**config.mk**
```make
export PLATFORM = sky130hd
export DESIGN_NAME = vector_load_unit_flat
export DESIGN_NICKNAME = d
export VERILOG_FILES = /design/src/rtl/vector_load_unit_if.sv /design/src/rtl/vector_load_unit.sv /design/src/flat_wrapper.sv
export SDC_FILE = /design/constraint.sdc
export NUM_CORES = 1
export LEC_CHECK = 0
export BUFFER_PORTS_ARGS = -buffer_cell sky130_fd_sc_hd__buf_2
export CAP_MARGIN = 20
export CORE_MARGIN = 8
export CORE_UTILIZATION = 59
export CTS_CLUSTER_SIZE = 10
export DETAILED_ROUTE_END_ITERATION = 12
export PLACE_DENSITY_LB_ADDON = 0.08
export SYNTH_ARGS = -nofsm -noshare
export SYNTH_HDL_FRONTEND = slang
export SYNTH_SLANG_ARGS = --single-unit
```
**constraint.sdc**
```tcl
create_clock -name clk -period 7.5 [get_ports clk]
set_input_delay 1.125 -clock clk [delete_from_list [all_inputs] [get_ports clk]]
set_output_delay 1.125 -clock clk [all_outputs]
set_load 0.03 [all_outputs]
```
**src/rtl/vector_load_unit_if.sv**
```systemverilog
// rtl/vector_load_unit_if.sv - request, data-memory and register-file write bundle for vector_load_unit
//
// master : the load unit (drives busy/done, memory read port, register-file write port)
// slave  : the surrounding control path, memory and register file
//
// Signals: start/vd/base/stride (request), busy/done (status),
//          mem_re/mem_addr/mem_rdata (synchronous-read memory),
//          vrf_we/vrf_vd/vrf_wd (vector register file write port)
interface vector_load_unit_if #(
    parameter int NELEM = 5,
    parameter int DW    = 32,
    parameter int AW    = 32,
    parameter int RW    = 2
);
    logic                start;
    logic [RW-1:0]       vd;
    logic [AW-1:0]       base;
    logic [AW-1:0]       stride;
    logic                busy;
    logic                done;
    logic                mem_re;
    logic [AW-1:0]       mem_addr;
    logic [DW-1:0]       mem_rdata;
    logic                vrf_we;
    logic [RW-1:0]       vrf_vd;
    logic [NELEM*DW-1:0] vrf_wd;

    modport master (
        input  start, vd, base, stride, mem_rdata,
        output busy, done, mem_re, mem_addr, vrf_we, vrf_vd, vrf_wd
    );

    modport slave (
        output start, vd, base, stride, mem_rdata,
        input  busy, done, mem_re, mem_addr, vrf_we, vrf_vd, vrf_wd
    );
endinterface

```
**src/rtl/vector_load_unit.sv**
```systemverilog
// rtl/vector_load_unit.sv - strided vector load: NELEM memory reads assembled into one register-file write
//
// Ports:
//   clk      system clock, all state on rising edge
//   reset_n  asynchronous active-low reset
//   bus      vector_load_unit_if.master: request (start/vd/base/stride), status (busy/done),
//            memory read port (mem_re/mem_addr/mem_rdata), register-file write port (vrf_we/vrf_vd/vrf_wd)
module vector_load_unit #(
    parameter int NELEM = 5,
    parameter int DW    = 32,
    parameter int AW    = 32,
    parameter int RW    = 2
) (
    input  logic                clk,
    input  logic                reset_n,
    vector_load_unit_if.master  bus
);
    localparam int IW = (NELEM > 1) ? $clog2(NELEM) : 1;
    localparam logic [IW-1:0] LAST_IDX = IW'(NELEM - 1);

    typedef enum logic [1:0] {IDLE, ISSUE, DRAIN, WB} state_t;

    state_t              state;
    logic [RW-1:0]       vd_q;
    logic [AW-1:0]       stride_q;
    logic [IW-1:0]       idx;
    logic                pend;
    logic [IW-1:0]       cap_idx;
    logic [DW-1:0]       buffer  [NELEM];
    logic [DW-1:0]       buf_nxt [NELEM];
    logic [NELEM*DW-1:0] wd_nxt;

    logic                busy_q;
    logic                done_q;
    logic                mem_re_q;
    logic [AW-1:0]       mem_addr_q;
    logic                vrf_we_q;
    logic [RW-1:0]       vrf_vd_q;
    logic [NELEM*DW-1:0] vrf_wd_q;

    // Buffer contents as they will be after this edge. The last element lands
    // on the same edge that loads vrf_wd, so the write vector is taken from
    // this view rather than from the registered buffer.
    always_comb begin
        buf_nxt = buffer;
        if (pend) begin
            buf_nxt[cap_idx] = bus.mem_rdata;
        end
        wd_nxt = '0;
        for (int i = 0; i < NELEM; i++) begin
            wd_nxt[i*DW +: DW] = buf_nxt[i];
        end
    end

    always_ff @(posedge clk or negedge reset_n) begin
        if (!reset_n) begin
            state      <= IDLE;
            vd_q       <= '0;
            stride_q   <= '0;
            idx        <= '0;
            pend       <= 1'b0;
            cap_idx    <= '0;
            for (int i = 0; i < NELEM; i++) begin
                buffer[i] <= '0;
            end
            busy_q     <= 1'b0;
            done_q     <= 1'b0;
            mem_re_q   <= 1'b0;
            mem_addr_q <= '0;
            vrf_we_q   <= 1'b0;
            vrf_vd_q   <= '0;
            vrf_wd_q   <= '0;
        end else begin
            // Capture path is state-independent: a read issued this cycle is
            // written into the buffer one cycle later, whatever the state.
            pend   <= 1'b0;
            buffer <= buf_nxt;
            case (state)
                IDLE: begin
                    if (bus.start) begin
                        vd_q       <= bus.vd;
                        stride_q   <= bus.stride;
                        mem_addr_q <= bus.base;
                        idx        <= '0;
                        mem_re_q   <= 1'b1;
                        busy_q     <= 1'b1;
                        state      <= ISSUE;
                    end
                end
                ISSUE: begin
                    pend    <= 1'b1;
                    cap_idx <= idx;
                    if (idx == LAST_IDX) begin
                        // mem_addr is left on the last issued address
                        mem_re_q <= 1'b0;
                        state    <= DRAIN;
                    end else begin
                        mem_addr_q <= mem_addr_q + stride_q;
                        idx        <= idx + 1'b1;
                    end
                end
                DRAIN: begin
                    vrf_we_q <= 1'b1;
                    done_q   <= 1'b1;
                    vrf_vd_q <= vd_q;
                    vrf_wd_q <= wd_nxt;
                    state    <= WB;
                end
                WB: begin
                    vrf_we_q <= 1'b0;
                    done_q   <= 1'b0;
                    busy_q   <= 1'b0;
                    state    <= IDLE;
                end
                default: state <= IDLE;
            endcase
        end
    end

    assign bus.busy     = busy_q;
    assign bus.done     = done_q;
    assign bus.mem_re   = mem_re_q;
    assign bus.mem_addr = mem_addr_q;
    assign bus.vrf_we   = vrf_we_q;
    assign bus.vrf_vd   = vrf_vd_q;
    assign bus.vrf_wd   = vrf_wd_q;
endmodule

```
**src/flat_wrapper.sv**
```systemverilog
// flat-port wrapper written by rule: the top's interface ports become plain ports
module vector_load_unit_flat 
#(
    parameter int NELEM = 5,
    parameter int DW    = 32,
    parameter int AW    = 32,
    parameter int RW    = 2
)
  (clk, reset_n, bus_start, bus_vd, bus_base, bus_stride, bus_mem_rdata, bus_busy, bus_done, bus_mem_re, bus_mem_addr, bus_vrf_we, bus_vrf_vd, bus_vrf_wd);
  vector_load_unit_if #(.NELEM(NELEM), .DW(DW), .AW(AW), .RW(RW)) bus_i ();
  input  logic clk;
  input  logic reset_n;
  input wire logic [$bits(bus_i.start)-1:0] bus_start;
  input wire logic [$bits(bus_i.vd)-1:0] bus_vd;
  input wire logic [$bits(bus_i.base)-1:0] bus_base;
  input wire logic [$bits(bus_i.stride)-1:0] bus_stride;
  input wire logic [$bits(bus_i.mem_rdata)-1:0] bus_mem_rdata;
  output wire logic [$bits(bus_i.busy)-1:0] bus_busy;
  output wire logic [$bits(bus_i.done)-1:0] bus_done;
  output wire logic [$bits(bus_i.mem_re)-1:0] bus_mem_re;
  output wire logic [$bits(bus_i.mem_addr)-1:0] bus_mem_addr;
  output wire logic [$bits(bus_i.vrf_we)-1:0] bus_vrf_we;
  output wire logic [$bits(bus_i.vrf_vd)-1:0] bus_vrf_vd;
  output wire logic [$bits(bus_i.vrf_wd)-1:0] bus_vrf_wd;
  assign bus_i.start = bus_start;
  assign bus_i.vd = bus_vd;
  assign bus_i.base = bus_base;
  assign bus_i.stride = bus_stride;
  assign bus_i.mem_rdata = bus_mem_rdata;
  assign bus_busy = bus_i.busy;
  assign bus_done = bus_i.done;
  assign bus_mem_re = bus_i.mem_re;
  assign bus_mem_addr = bus_i.mem_addr;
  assign bus_vrf_we = bus_i.vrf_we;
  assign bus_vrf_vd = bus_i.vrf_vd;
  assign bus_vrf_wd = bus_i.vrf_wd;
  vector_load_unit #(.NELEM(NELEM), .DW(DW), .AW(AW), .RW(RW)) u_core (.clk(clk), .reset_n(reset_n), .bus(bus_i));
endmodule
```
==> results_dict.tcl, run 1 <==
set metrics [dict create \
    status "completed" \
    clock_path_buffers 3 \
    finalPower_mw 10.56 \
    ir_drop_mv 0.3171 \
    clock-root-buffer "clkbuf_16" \
    initial_core_util 0.5998 \
    fin_crit_ns 3.063 \
    drt-pass1-iter-count 4 \
    relSlewSlack 0.2874 \
    fin_nets 1612 \
    antenna_found_initial 4 \
    r2r_setup_slack_ns 4.44 \
    synth_fa_ha_area_frac 0.02899 \
    clock-sinks 400 \
    cp.required_ns 7.93 \
    fin_setup_tns_ns 0 \
    synthCells 1166 \
    grt_pass1_wl_um 59500 \
    seqCellArea_sq_mm 0.01001 \
    grt_pass1_vias 10960 \
    grt_setup_unrepaired "false" \
    synth_top_family_by_area "multiplexers" \
    synth.distinct_cells 52 \
    grt_max_degree 149 \
    tritoncts "done" \
    crit_family "simple AND/OR/NAND/NOR gates" \
    dieArea_sq_mm 0.03387 \
    maxSlewViolCount 0 \
    post_cts_buffers 0 \
    cpMaxStageDelayCell "or2_2" \
    netlist_area_sq_mm 0.01666 \
    synthArstFlopShare 1.000 \
    arrival_ns 3.49 \
    synth-compound-area-share 0.05181 \
    timing.final.crit_share 0.4085 \
    layout-drive-gt1-share 0.4990 \
    core_sq_mm 0.02778 \
    top_layer "met5" \
    ios 299 \
    yosys.area.top_type "dfrtp_1" \
    drc_errors 0 \
    maxCapViolations 0 \
    routedLengthMet1_um 15940 \
    synth_xor_area_frac 0.01314 \
    wl_per_cell_um 19.93 \
    max_freq_mhz 326.4 \
    drt-initial-drc-count 580 \
    wl_met3_um 3065 \
    dp_hpwl_um 25210 \
    cp-end-kind "flip-flop" \
    clk_pin_slew_ns 0.06 \
    htreeDepth 2 \
    hold_buffers 0 \
    clkLatencyLatePin_ns 0.54 \
    met2_wirelength_um 17270 \
    die_h_um 184.1 \
    synth.area.top_cells "dfrtp_1, mux2_2, ha_1" \
    p_per_area_mw_per_mm2 531.7 \
    synth_warnings 0 \
    routabilityCongestion 0.8523 \
    wl_um 37110 \
    synth_nets 1305 \
    cts_buffers 46 \
    yosysTopAreaCellShare 0.6007 \
    ctsResizeCount 0 \
    hp-class "flip-flop to flip-flop" \
    via_count 10390 \
    cp_cell_sequence "inv_1, ha_1, inv_1, a21oi_1, a21oi_1, or2_2, or3_1, mux2i_1, a211o_1" \
    fp.dieW_um 184.1 \
    syn2layout_area_growth_pct 19.14 \
    seq_area_frac_synth 0.6007 \
    setup_viol_count_final 0 \
    max_stage_delay_ns 0.81 \
    muxShareOfSynthArea 0.2552 \
    worst_clock_skew_ns 0.02233 \
    critPathMaxFanout 59 \
    vias_per_cell 5.581 \
    hold_viol 0 \
    yosys.area_share.simple 0.03612 \
    io_buffers 298 \
    avgSynthCellArea_sq_um 14.29 \
    track_usage 0.2201 \
    gr-total-overflow 0 \
    synth-main-ff-cell "dfrtp_1" \
    path_class "flip-flop to flip-flop" \
    synth_enable_flop_cells 0 \
    start_kind "flip-flop" \
    synth-seq-cells 400 \
    leakage_nw 9.607 \
    ant_nets 0 \
    worst_slew_pin_slew_ns 1.069 \
    multi_input_area_sq_mm 0.006452 \
    fillers 1965 \
    rows 61 \
    crit_buf_inv 2 \
    whs_ns 0.4896 \
]
[where the power goes]
part	total [mW]	switching, mW	internal [mW]
Combinational	4.99	2.90	2.09
Clock	1.92	0.792	1.13
Sequential	3.65	0.479	3.17
Total	10.6	4.17	6.39
[kinds of logic (layout without fill, tap and decap cells)]
group,after synthesis,in the layout
adders and majority gates,38,38
other,0,1
DFF,400,400
AOI/OAI and AO/OA,138,138
muxes,380,380
xor gates and xnor gates,25,25
buffers and inverters,61,378
and+or+nand+nor,124,124
[synth_stat cells, types with 3 or more instances]
cell type and n:
nand2_1 48, o21a_1 3, inv_1 9, nor2b_1 3
xnor2_1 15, xor2_1 10, o21ai_0 39, nor2_1 22
mux2_2 359, a211oi_1 4, a21o_1 15, a31oi_1 4
nor3_1 9, ha_1 37, and3_1 14, mux2i_1 21
nand2b_1 4, dfrtp_1 400, o21bai_1 3, o211ai_1 3
clkbuf_1 46, nand3_1 6, a21oi_1 46, nand4_1 5
buf_1 5
[metrics by stage]
| stage | setup WS [ns] | instances | util | area [sq um] |
|---|---|---|---|---|
| global placement | 4.538 | 1802 | 0.6685 | 18570 |
| finish | 4.437 | 1862 | 0.7146 | 19850 |
| global route | 4.033 | 1862 | 0.7146 | 19850 |
| floorplan | 4.747 | 1166 | - | 16660 |
| CTS | 4.445 | 1860 | 0.7135 | 19820 |
| detailed placement | 4.460 | 1802 | 0.6685 | 18570 |
[cell type report]
type                            instances  share of cell area
Multi-Input combinational cell        705              0.3250
Clock inverter                          2            0.001450
Antenna cell                            1           0.0001261
Tap cell                              378             0.02382
Inverter                                9            0.001702
Timing Repair Buffer                  311             0.08219
Sequential cell                       400              0.5042
Clock buffer                           56             0.06145
[flip-flops by register name (all words and copies together) (netlist names)]
| name | cells |
|---|---|
| u_core.idx | 3 |
| u_core.state | 2 |
| u_core.stride_q | 32 |
| u_core.cap_idx | 3 |
| u_core.bus.vrf_wd | 160 |
| u_core.buffer | 160 |
| u_core.bus.busy | 1 |
| u_core.bus.mem_addr | 32 |
| u_core.bus.mem_re | 1 |
| u_core.pend | 1 |
| u_core.vd_q | 2 |
| u_core.bus.vrf_vd | 2 |
| u_core.bus.done | 1 |
[worst paths after layout]
path,startpoint,to,cells after the start
min,u_core.buffer[84]$_DFF_PN0_,u_core.buffer[84]$_DFF_PN0_,1
max,u_core.state[1]$_DFFE_PN0P_,u_core.bus.mem_addr[31]$_DFFE_PN0P_,9
min reg2reg,u_core.buffer[84]$_DFF_PN0_,u_core.buffer[84]$_DFF_PN0_,1
max in group asynchronous,reset_n,u_core.bus.vrf_wd[150]$_DFFE_PN0P_,2
min in group asynchronous,reset_n,u_core.stride_q[13]$_DFFE_PN0P_,1
max reg2reg,u_core.state[1]$_DFFE_PN0P_,u_core.bus.mem_addr[31]$_DFFE_PN0P_,9
[routing by layer]
metal	vias to the layer above	GRT usage
met5	-	0
met4	6	0.06357
met3	61	0.06937
met2	295	0.3443
met1	5229	0.2931
li1	4800	-
[worst reg2reg max path, stage by stage (launching register included)]
cell and delay (ns):
dfrtp_1 0.40, inv_1 0.09, ha_1 0.20, inv_1 0.55, a21oi_1 0.16, a21oi_1 0.19, or2_2 0.81, or3_1 0.21
mux2i_1 0.06, a211o_1 0.27
[cell usage in the layout (no fill, tap or decap), drive strengths merged, types with 10 or more instances in the layout]
cell | synthesis | layout
nand2 | 48 | 48
dfrtp | 400 | 400
xnor2 | 15 | 15
o21ai | 43 | 43
mux2i | 21 | 21
inv | 9 | 11
a21oi | 46 | 46
ha | 37 | 37
mux2 | 359 | 359
clkbuf | 46 | 56
buf | 6 | 311
a21o | 17 | 17
and3 | 16 | 16
xor2 | 10 | 10
nor2 | 22 | 22
Note: power is estimated with default switching activity, not from simulation.
==> run 2, diff against run 1 <==
CORE_UTILIZATION = 50   (was 59)
clock period = 2.5 ns   (was 7.5 ns; I/O delays follow)
==> run 2 against run 1 <==
The flow now finishes with violations (negative setup slack). First-iteration DRC count fell by 47%. Via count rose by 1.8%. Critical path depth rose by 1. Power rose to 3.2 times the previous value. Largest cell class unchanged. Largest power group unchanged. Highest routed layer unchanged.
==> results_dict.tcl, run 2 (synthesized netlist as in run 1, its figures left out) <==
set metrics [dict create \
    wl_um 40260 \
    initial_core_util 0.5019 \
    vias_per_cell 5.280 \
    cp-end-kind "flip-flop" \
    power.switching_mw 13.28 \
    setup_viol_count_final 5 \
    fp.dieW_um 198.6 \
    timing.final.crit_share 1.040 \
    die_h_um 198.6 \
    min_from "bus_stride[2]" \
    clkLatencyLatePin_ns 0.54 \
    maxCapViolations 0 \
    clk_pin_slew_ns 0.06 \
    start_kind "flip-flop" \
    maxSlewViolCount 0 \
    fin_setup_tns_ns -0.1641 \
    p_per_area_mw_per_mm2 1622 \
    grt_pass1_wl_um 62600 \
    routabilityCongestion 0.9312 \
    p_comb_frac 0.504 \
    final_util 0.6323 \
    dieArea_sq_mm 0.03942 \
    syn2layout_area_growth_pct 25.97 \
    max_freq_mhz 384.7 \
    leakage_nw 9.997 \
    fin_nets 1682 \
    antenna_found_initial 2 \
    hp-class "input port to flip-flop" \
    whs_ns 0.06668 \
    cp.required_ns 2.92 \
    finalPower_mw 34.04 \
    status "finished, violations left" \
    hold_depth 2 \
    hold_viol 0 \
    arrival_ns 3.02 \
    wl_per_cell_um 20.10 \
    io_buffers 298 \
    violations "negative setup slack" \
    worst_slew_pin_slew_ns 0.5118 \
    ios 299 \
    final_cell_mix "dfrtp_1, mux2_2, buf_2" \
    core_sq_mm 0.03320 \
    track_usage 0.2009 \
    p_clk_frac 0.171 \
    relSlewSlack 0.6588 \
    grt_max_degree 88 \
    rows 67 \
    critPathLaunch "u_core.bus.mem_addr[15]$_DFFE_PN0P_" \
    drt-pass1-iter-count 4 \
    via_count 10580 \
    drc_errors 0 \
    grt_pass1_vias 11300 \
    layout-drive-gt1-share 0.5553 \
    critPathMaxFanout 4 \
    ant_nets 0 \
    r2r-start "u_core.bus.mem_addr[15]$_DFFE_PN0P_" \
    dp_hpwl_um 27610 \
    p_seq_frac 0.325 \
    final_common_cell "dfrtp_1" \
    path_class "flip-flop to flip-flop" \
    clock_path_buffers 3 \
    stdcell_area_sq_mm 0.02099 \
    worst_slack_ns -0.09930 \
    worst_clock_skew_ns 0.01469 \
    grt_setup_unrepaired "true" \
    clock-root-buffer "clkbuf_16" \
    tritoncts "done" \
    instances_no_fill 2003 \
    gr-total-overflow 0 \
    ir_drop_mv 0.8962 \
    cts_buffers 47 \
    fin_crit_ns 2.599 \
    drt-initial-drc-count 308 \
    switching_share 0.3901 \
    p_int_mw 20.76 \
    preCtsSetupSlack_ns -0.2063 \
    clock-sinks 400 \
    reg2regPathDepth 10 \
    post_dp_cell_area_sq_mm 0.01932 \
    dp.cells 1935 \
    htreeDepth 2 \
]
==> run 2: changes by cell type in the layout (fill, tap and decap cells not counted), moves of 11 or more <==
cell,before,now
a21oi_1,46,35
buf_4,11,68
ha_1,36,17
o21ai_0,39,23
o21ai_1,2,13
ha_4,1,20
==> run 2: critical path, stage by stage (launching register included) <==
cell and delay [ns]:
dfrtp_1 0.42, ha_4 0.30, nand4_1 0.17, nor4_2 0.33
nand3_1 0.20, nand3_2 0.17, a22oi_4 0.08, o211a_4 0.23
a311oi_2 0.20, mux2i_1 0.11, a211o_1 0.26
==> run 2: layout make-up <==
class | count | area, sq um
fill | 2656 | 12210
sequential | 400 | 10020
multi-input combinational | 705 | 6850
timing repair buffer | 380 | 2256
clock buffer | 57 | 1244
tap | 448 | 560.5
inverter | 9 | 33.78
clock inverter | 3 | 22.52
antenna | 1 | 2.502
==> run 2: routing by layer <==
metal  vias to the layer above  global-route usage  wire (um)
met5                         -                   0         23
met4                         4             0.04612        612
met3                        51             0.05634       2949
met2                       262              0.3253      19060
met1                      5364              0.2672      17620
li1                       4894                   -          -
==> run 2: final timing paths <==
kind	to	slack, ns
max in group asynchronous	u_core.bus.vrf_wd[136]$_DFFE_PN0P_	1.28
worst max register to register	u_core.bus.mem_addr[31]$_DFFE_PN0P_	-0.1
worst max-delay path	u_core.bus.mem_addr[31]$_DFFE_PN0P_	-0.1
worst min-delay path	u_core.stride_q[2]$_DFFE_PN0P_	0.07
worst min register to register	u_core.buffer[33]$_DFF_PN0_	0.49
min in group asynchronous	u_core.bus.mem_addr[3]$_DFFE_PN0P_	0.37
==> run 2: power groups by stage <==
| stage | sequential [mW] | clock (mW) | combinational [mW] |
|---|---|---|---|
| after floorplan | 13.4 | 0 | 8.75 |
| after global placement | 11.0 | 0 | 16.1 |
| after detailed placement | 11.0 | 0 | 16.3 |
| after CTS | 11.0 | 6.02 | 16.7 |
| after global routing | 11.4 | 6.27 | 18.6 |
| final | 11.0 | 5.83 | 17.2 |
==> run 2: what timing repair did <==
| action | 4_1_cts | 5_1_grt |
|---|---|---|
| cloned | 0 | 0 |
| gates resized for setup | 22 | 39 |
| endpoints found under the setup margin | 13 | 19 |
| setup buffers | 2 | 4 |
| hold buffers | 1 | 0 |
| pin swaps | 15 | 11 |
| endpoints found under the hold margin | 49 | 0 |
==> run 3, diff against run 2 <==
ABC_AREA = 1   (was not set)
CORE_UTILIZATION = 51   (was 50)
GPL_ROUTABILITY_DRIVEN = 0   (was not set)
==> run 3 against run 2 <==
The flow now finishes without violations. Maximum frequency grew 17%. Clock skew shrank 0.0048 ns. Via count grew 36%. Flip-flop and latch count is the same. Setup slack gained 0.37 ns. Sequential power grew 4%. Register-to-register slack gained 0.37 ns. Highest routed layer is now met4. Global-route usage grew 3.0 points. Largest cell class unchanged. Synthesized area grew 4.6%. Clock-buffer cell count shrank 6.
==> results_dict.tcl, run 3 <==
set metrics [dict create \
    clk_pin_slew_ns 0.06 \
    hold_viol 0 \
    final_cell_mix "nand2_1, dfrtp_1, buf_2" \
    finalPower_mw 33.97 \
    ir_drop_mv 0.9800 \
    final_common_cell "nand2_1" \
    post_dp_cell_area_sq_mm 0.01946 \
    seq_area_frac_synth 0.5744 \
    r2r_setup_slack_ns 0.27 \
    setup_viol_count_final 0 \
    grt_pass1_vias 14760 \
    hp-class "input port to flip-flop" \
    synth_warnings 0 \
    r2r_end "u_core.bus.mem_addr[24]$_DFFE_PN0P_" \
    yosysMostFrequentCell "nand2_1" \
    worst_slack_ns 0.2748 \
    hold_depth 3 \
    synth_enable_flop_cells 0 \
    clock-sinks 400 \
    htreeDepth 2 \
    synthCells 2130 \
    netlist_area_sq_mm 0.01743 \
    r2r-start "u_core.bus.mem_addr[0]$_DFFE_PN0P_" \
    gr-total-overflow 0 \
    synth-seq-cells 400 \
    ant_nets 0 \
    path_class "flip-flop to flip-flop" \
    reg2regPathDepth 12 \
    fin_crit_ns 2.225 \
    fin_setup_tns_ns 0 \
    synthTopCellsByCount "nand2_1, dfrtp_1, inv_1" \
    cp.required_ns 2.93 \
    whs_ns 0.02545 \
    maxCapViolations 0 \
    status "completed" \
    p_per_area_mw_per_mm2 1640 \
    critPathLaunch "u_core.bus.mem_addr[0]$_DFFE_PN0P_" \
    arrival_ns 2.66 \
    stdcell_area_sq_mm 0.02071 \
    worst_slew_pin_slew_ns 0.7745 \
    critPathMaxFanout 4 \
    avgSynthCellArea_sq_um 8.182 \
    antenna_found_initial 0 \
    synth.distinct_cells 35 \
    dieArea_sq_mm 0.04034 \
    antenna_cells 0 \
    die_h_um 200.9 \
    synthArstFlopShare 1.000 \
    preCtsSetupSlack_ns 0.3338 \
    clkLatencyLatePin_ns 0.54 \
    syn2layout_area_growth_pct 18.87 \
    ios 299 \
    drc_errors 0 \
    start_kind "flip-flop" \
    layout-drive-gt1-share 0.1612 \
    core_sq_mm 0.03362 \
    hold_end "u_core.stride_q[22]$_DFFE_PN0P_" \
    fp.dieW_um 200.9 \
    grt_setup_unrepaired "false" \
    grt_max_degree 165 \
    cp-end-kind "flip-flop" \
    grt_pass1_wl_um 77380 \
    cts_buffers 46 \
    wl_um 46910 \
    relSlewSlack 0.4836 \
    rows 67 \
    min_from "bus_stride[22]" \
    wl_per_cell_um 16.36 \
    track_usage 0.2313 \
    worst_clock_skew_ns 0.009869 \
    yosys.area.top_type "dfrtp_1" \
    fin_nets 2552 \
    vias_per_cell 5.005 \
    synth_nets 2269 \
    yosysTopAreaCellShare 0.5744 \
    maxSlewViolCount 0 \
    max_freq_mhz 449.4 \
    drt-pass1-iter-count 7 \
    clock_path_buffers 3 \
    synth.area.top_cells "dfrtp_1, nand2_1, o21ai_0" \
    tritoncts "done" \
    clock-root-buffer "clkbuf_16" \
    timing.final.crit_share 0.8901 \
    post_cts_buffers 0 \
    dp_hpwl_um 32550 \
    via_count 14350 \
    initial_core_util 0.5184 \
    synth-main-ff-cell "dfrtp_1" \
    drt-initial-drc-count 983 \
    leakage_nw 11.59 \
    io_buffers 298 \
]
==> run 3: cell types whose count changed after synthesis, sizes merged, moves of 39 or more <==
| cell | change |
|---|---|
| nor2 | +68 |
| nand2 | +999 |
| o21ai | +148 |
| inv | +154 |
| mux2 | -359 |
| nand3 | +39 |
==> run 3: final cells by class <==
| type | instances | area (sq um) |
|---|---|---|
| Tap cell | 448 | 560.5 |
| Clock inverter | 3 | 68.82 |
| Inverter | 164 | 620.6 |
| Multi-Input combinational cell | 1479 | 6441 |
| Fill cell | 3035 | 12900 |
| Timing Repair Buffer | 322 | 1834 |
| Sequential cell | 400 | 10010 |
| Clock buffer | 51 | 1180 |
==> run 3: metal layers <==
metal	up-vias	wire length [um]	GRT usage	share of wire
met4	0	1198	0.06334	0.026
met3	91	2517	0.04518	0.054
met1	6775	21290	0.3155	0.45
met2	357	21910	0.3740	0.47
li1	7127	-	-	-
met5	-	0	0	0
==> run 3: per-stage QoR <==
step,utilization,std cells
after global placement,0.5788,2812
after detailed placement,0.5788,2812
after CTS,0.6162,2867
after floorplan,-,2130
final,0.6162,2867
after global routing,0.6162,2867
==> run 3: critical path, stage by stage (launching register included) <==
cell	delay, ns
dfrtp_1	0.39
ha_1	0.25
fa_1	0.45
nand3_1	0.12
nand3_1	0.17
nand2_1	0.11
nand2_1	0.13
nand3_1	0.12
nand3_1	0.08
nand2_1	0.07
nand3_1	0.07
nand2_1	0.09
nand2_1	0.05
==> run 3: how the worst max path moves through the flow <==
stage / to / cells past startpoint
4_1_cts: u_core.bus.mem_addr[20]$_DFFE_PN0P_ / 12
6_report: u_core.bus.mem_addr[24]$_DFFE_PN0P_ / 12
2_1_floorplan: u_core.bus.mem_addr[20]$_DFFE_PN0P_ / 12
5_1_grt: u_core.bus.mem_addr[28]$_DFFE_PN0P_ / 12
3_5_place_dp: u_core.bus.mem_addr[20]$_DFFE_PN0P_ / 12
3_3_place_gp: u_core.bus.mem_addr[28]$_DFFE_PN0P_ / 12
==> run 3: cell families after synthesis <==
| family | after synthesis | synth area share |
|---|---|---|
| flops | 400 | 0.5744 |
| buf+inv | 251 | 0.05686 |
| fa+ha+maj | 38 | 0.02771 |
| simple gates | 1192 | 0.2631 |
| compound gates | 233 | 0.06986 |
| xor+xnor | 16 | 0.008042 |
==> run 3: timing repair <==
action,4_1_cts,5_1_grt
gates resized for setup,0,0
endpoints found under the setup margin,0,0
endpoints found under the hold margin,57,0
hold buffers,1,0
==> run 3: power breakdown <==
group	internal [mW]	total (mW)	switching, mW	leakage (nW)
combinational	5.02	16.7	11.7	6.33
sequential	9.70	11.4	1.70	4.65
clock	3.40	5.84	2.44	0.609
